## src/rtl/alu_pkg.sv

```systemverilog
// Shared ALU opcodes and the sequential multiplier's FSM state encoding.
package alu_pkg;

    localparam logic [2:0] ALU_ADD = 3'b000;
    localparam logic [2:0] ALU_SUB = 3'b001;
    localparam logic [2:0] ALU_AND = 3'b010;
    localparam logic [2:0] ALU_OR  = 3'b011;
    localparam logic [2:0] ALU_XOR = 3'b100;

    typedef enum logic [1:0] {
        S_IDLE = 2'd0,
        S_CALC = 2'd1,
        S_DONE = 2'd2
    } mul_state_e;

endpackage

```

## src/rtl/alu.sv

```systemverilog
// Combinational N-bit ALU: add/sub/and/or/xor with carry, overflow, sign and zero flags.
module alu
    import alu_pkg::*;
#(
    parameter int unsigned N = 32
) (
    input  logic [N-1:0] a,
    input  logic [N-1:0] b,
    input  logic [2:0]   op,
    output logic [N-1:0] y,
    output logic         cf,
    output logic         of,
    output logic         sf,
    output logic         zero
);

    logic [N:0] ext;

    always_comb begin
        ext = '0;
        of  = 1'b0;
        unique case (op)
            ALU_ADD: begin
                ext = {1'b0, a} + {1'b0, b};
                of  = (a[N-1] == b[N-1]) && (ext[N-1] != a[N-1]);
            end
            ALU_SUB: begin
                // cf reports the borrow out of the subtraction
                ext = {1'b0, a} - {1'b0, b};
                of  = (a[N-1] != b[N-1]) && (ext[N-1] != a[N-1]);
            end
            ALU_AND: ext = {1'b0, a & b};
            ALU_OR:  ext = {1'b0, a | b};
            ALU_XOR: ext = {1'b0, a ^ b};
            default: ext = '0;
        endcase
        y    = ext[N-1:0];
        cf   = ext[N];
        sf   = ext[N-1];
        zero = (ext[N-1:0] == '0);
    end

endmodule

```

## src/rtl/alu_mul_seq.sv

```systemverilog
// Sequential N x N -> 2N unsigned shift-and-add multiplier, one multiplier bit per cycle,
// reusing a single ALU instance as its adder. Valid/ready handshakes on both sides.
module alu_mul_seq
    import alu_pkg::*;
#(
    parameter int unsigned N = 32
) (
    input  logic         clk,
    input  logic         rst_n,
    input  logic         in_valid,
    output logic         in_ready,
    input  logic [N-1:0] a,
    input  logic [N-1:0] b,
    output logic         out_valid,
    input  logic         out_ready,
    output logic [N-1:0] prod_hi,
    output logic [N-1:0] prod_lo,
    output logic         zero,
    output logic         busy
);

    localparam int unsigned CntW = (N > 1) ? $clog2(N) : 1;

    mul_state_e      state_q, state_d;
    logic [N-1:0]    mcand_q, mcand_d;
    logic [N-1:0]    acc_q, acc_d;
    logic [N-1:0]    mq_q, mq_d;
    logic [CntW-1:0] cnt_q, cnt_d;

    logic [N-1:0]    prod_hi_q, prod_lo_q;
    logic            zero_q;
    logic            load_prod;

    logic [N-1:0]    alu_b, alu_y;
    logic            alu_cf, alu_of, alu_sf, alu_zero;
    logic            unused_alu_flags;

    assign alu_b = mq_q[0] ? mcand_q : '0;

    alu #(
        .N(N)
    ) u_alu (
        .a   (acc_q),
        .b   (alu_b),
        .op  (ALU_ADD),
        .y   (alu_y),
        .cf  (alu_cf),
        .of  (alu_of),
        .sf  (alu_sf),
        .zero(alu_zero)
    );

    assign unused_alu_flags = alu_of ^ alu_sf ^ alu_zero;

    always_comb begin
        state_d   = state_q;
        mcand_d   = mcand_q;
        acc_d     = acc_q;
        mq_d      = mq_q;
        cnt_d     = cnt_q;
        load_prod = 1'b0;
        unique case (state_q)
            S_IDLE: begin
                if (in_valid) begin
                    mcand_d = a;
                    mq_d    = b;
                    acc_d   = '0;
                    cnt_d   = CntW'(N - 1);
                    state_d = S_CALC;
                end
            end
            S_CALC: begin
                // cf is the (N+1)th sum bit and lands in acc[N-1] after the shift
                {acc_d, mq_d} = {alu_cf, alu_y, mq_q[N-1:1]};
                cnt_d         = cnt_q - 1'b1;
                if (cnt_q == '0) begin
                    state_d   = S_DONE;
                    load_prod = 1'b1;
                end
            end
            S_DONE: begin
                if (out_ready) begin
                    state_d = S_IDLE;
                end
            end
            default: state_d = S_IDLE;
        endcase
    end

    always_ff @(posedge clk or negedge rst_n) begin
        if (!rst_n) begin
            state_q <= S_IDLE;
            mcand_q <= '0;
            acc_q   <= '0;
            mq_q    <= '0;
            cnt_q   <= '0;
        end else begin
            state_q <= state_d;
            mcand_q <= mcand_d;
            acc_q   <= acc_d;
            mq_q    <= mq_d;
            cnt_q   <= cnt_d;
        end
    end

    // Result registers hold the last product until the next one completes.
    always_ff @(posedge clk or negedge rst_n) begin
        if (!rst_n) begin
            prod_hi_q <= '0;
            prod_lo_q <= '0;
            zero_q    <= 1'b0;
        end else if (load_prod) begin
            prod_hi_q <= acc_d;
            prod_lo_q <= mq_d;
            zero_q    <= ({acc_d, mq_d} == '0);
        end
    end

    assign in_ready  = (state_q == S_IDLE);
    assign busy      = (state_q == S_CALC);
    assign out_valid = (state_q == S_DONE);
    assign prod_hi   = prod_hi_q;
    assign prod_lo   = prod_lo_q;
    assign zero      = zero_q;

endmodule

```

## config.mk

```make
export PLATFORM = sky130hd
export DESIGN_NAME = alu_mul_seq
export DESIGN_NICKNAME = d
export VERILOG_FILES = /design/src/rtl/alu_pkg.sv /design/src/rtl/alu.sv /design/src/rtl/alu_mul_seq.sv
export SDC_FILE = /design/constraint.sdc
export NUM_CORES = 1
export LEC_CHECK = 0
export CAP_MARGIN = 20
export CORE_ASPECT_RATIO = 1.25
export CORE_MARGIN = 5
export CORE_UTILIZATION = 60
export CTS_BUF_LIST = sky130_fd_sc_hd__clkbuf_4
export DETAILED_ROUTE_END_ITERATION = 8
export DONT_BUFFER_PORTS = 1
export HOLD_SLACK_MARGIN = 0.15
export PLACE_DENSITY = 0.79
export SLEW_MARGIN = 20
export SYNTH_ARGS = -nofsm -noshare
export SYNTH_HDL_FRONTEND = slang
export SYNTH_HIERARCHICAL = 1
export SYNTH_SLANG_ARGS = --single-unit
```

## constraint.sdc

```tcl
create_clock -name clk -period 4.6 [get_ports clk]
set_clock_uncertainty 0.15 [all_clocks]
set_input_delay 0.46 -clock clk [delete_from_list [all_inputs] [get_ports clk]]
set_output_delay 0.46 -clock clk [all_outputs]
set_load 0.005 [all_outputs]
```

==> metrics.md <==
| Metric | Value |
|---|---|
| Setup ws final | 246 ps |
| Die height | 171 microns |
| Area of the multi-input gates | 7660 sq um |
| ANT nets after route | 0 |
| Placed cell count | 1713 |
| Combinational share of power | 65.1% |
| Most frequent cells in the layout | 228 x nand2_1, 167 x dfrtp_1, 123 x dlygate4sd3_1 |
| CTS tree | done |
| Share of layout cells above drive strength 1 | 13.4% |
| Hold Crit Class | in2reg |
| Synthesis-to-finish area growth | 18.0% |
| Final-report setup violation count | 0 |
| CP endpoint | zero |
| Fin. max-slew vios | 0 |
| Initial Util | 60.4% |
| P_leak | 6.67 nW |
| Switching Power | 5.55 mW |
| Detailed Route Iter0 Violations | 1464 |
| Worst-margin pin slew | 1080 ps |
| CTS sink count | 168 |
| Mapped Area | 12500 sq um |
| DR pass1 iterations | 7 |
| H-tree levels | 4 |
| Crit path DAT | 4730 ps |
| Cell Pwr Density | 738 nW/um^2 |
| Fillcell total | 1528 |
| Final-stage net count | 1761 |
| Vias in the first global route | 12518 |
| Die ar. | 23800 sq um |
| CP max stage cell | dfrtp_2 |
| Initial antenna violation count | 3 |
| Slack of the worst reg-to-reg path | 250 ps |
| DRC Markers | 0 |
| Startpoint Class | register |
| Dpl hpwl | 28.0 mm |
| FF-to-FF End | zero |
| Commonest non-fill, non-tap cell in the layout | nand2_1 |
| Final hold violations | 0 |
| Worst vdd ir | 0.000439 V |
| DP Worst Slack | -192 ps |
| CP peak stage delay | 490 ps |
| Worst-path cell chain | buf_4, and2_1, inv_1, ha_1, and4_1, nand3_1, nor2_1, nor4b_2, o21ba_2, buf_4, a21boi_0, o221ai_1, nand2_1, nor4_2, nand4_1, o21ai_2, nand4_1, o41ai_2 |
| # IOs | 136 |
| Worst setup EP type | register |
| Clk network pwr share | 9.4% |
| CTS Buffer Depth | 2 |
| Clk root buf | clkbuf_4 |
| Internal | 5.34 mW |
| CP max FO | 7 |
| Core Area | 20700 sq um |
| Crit share post-route | 94.6% |
| Post-DP Area | 12900 sq um |
| Max-slew headroom at the worst pin | 27.7% |
| Critical Path RT | 4980 ps |
| Max Cap Violations | 0 |
| Global-route wire length before repair | 68.5 mm |
| Total CTS buffers | 17 |
| Share of power burned in registers | 25.5% |
| Gr ovfl total | 0 |
| Die Width | 139 microns |
| Fmax | 230 MHz |
| RR Startpoint | mq_q[0] |
| Syn_area_per_cell | 8.52 sq um |
| FF-to-FF path depth | 18 |
| Vias/cell | 6.62 |
| Cells after Synth | 1467 |
| RePlAce Congestion | 0.970 |
| Period minus WS final | 4350 ps |
| Non-filler cells, final | 1875 |
| Largest net degree at the start of global routing | 169 |
| Input/output buffers | 0 |
| Site Rows | 59 |
| DR vias | 12410 |
| Total Routing Usage GR | 36.0% |
| WS Path Type | reg2reg |
| Yosys warns | 6 |
| Sw Ratio | 51.0% |
| Final wirelength | 43.4 mm |
| Routed len/inst | 23.1 microns |
| Later-pin clock latency in the skew report | 630 ps |
| Status | finished clean |
| CTS clock-pin slew for the worst setup and hold paths | 190 ps |
| Critical Path Source | mq_q[0] |
| Fin area | 14700 sq um |
| Storage cell area | 4210 sq um |
==> per-stage QoR <==
step / power (mW) / utilization (%) / hold WS [ps] / setup TNS, ps
floorplan: 6.96 / - / 14.4 / 0
global placement: 8.80 / 62.5 / 22.2 / 0
detailed placement: 8.92 / 62.5 / 21.6 / -192
CTS: 10.2 / 70.2 / 153 / 0
global route: 11.5 / 71.3 / 200 / -25.9
finish: 10.9 / 71.3 / 170 / 0
==> state kept, by name (all words and copies together) (netlist names) <==
register / flops
cnt_q: 5
state_q: 2
prod_lo: 32
zero: 1
mq_q: 32
acc_q: 32
mcand_q: 32
prod_hi: 32
==> worst max-delay path: cells and delay by family, from the launching register on <==
| family | cells | cell delay [ps] |
|---|---|---|
| and+or+nand+nor | 9 | 1980 |
| adders and majority gates | 1 | 360 |
| DFF | 1 | 490 |
| AOI/OAI and AO/OA | 5 | 920 |
| buffers and inverters | 3 | 370 |
==> power by group through the flow <==
stage	Sequential (mW)	Clock (mW)	Combinational [mW]
floorplan	2.53	0	4.42
global placement	2.72	0	6.08
detailed placement	2.75	0	6.17
CTS	2.72	1.02	6.50
global route	2.84	1.08	7.62
finish	2.77	1.03	7.09
==> routing by layer <==
layer  vias to the layer above  wire length, microns  part of all wire [%]  track usage, %
li1                       5410                     -                     -               -
met1                      6034                 16200                    37            42.9
met2                       781                 20900                    48            61.8
met3                       185                  3860                   8.9            7.62
met4                         0                  2380                   5.5            18.5
met5                         -                     0                     0               0
==> worst min-delay path by stage <==
stage	from	endpoint	slack, ps	cells past startpoint
finish	in_valid	mq_q[6]	170	3
global route	in_valid	mq_q[2]	200	3
CTS	in_valid	mq_q[16]	150	3
detailed placement	rst_n	acc_q[13]	20	0
global placement	rst_n	acc_q[13]	20	0
floorplan	rst_n	acc_q[0]	10	0
==> area by class of cell <==
class / instances / share of cell area (%)
multi-input combinational: 1087 / 51.9
sequential: 168 / 28.5
antenna: 3 / 0.0509
clock inverter: 15 / 1.35
clock buffer: 17 / 0.865
tap: 274 / 2.32
timing repair buffer: 190 / 11.9
inverter: 121 / 3.08
==> timing repair <==
item / 4_1_cts / 5_1_grt
gates resized for setup: 2 / 41
hold buffers: 124 / 0
endpoints found under the hold margin: 253 / 0
buffers inserted: 0 / 3
gates cloned: 0 / 0
pin swaps: 0 / 12
setup endpoints to repair: 1 / 1
Note: power is estimated with default switching activity, not from simulation.
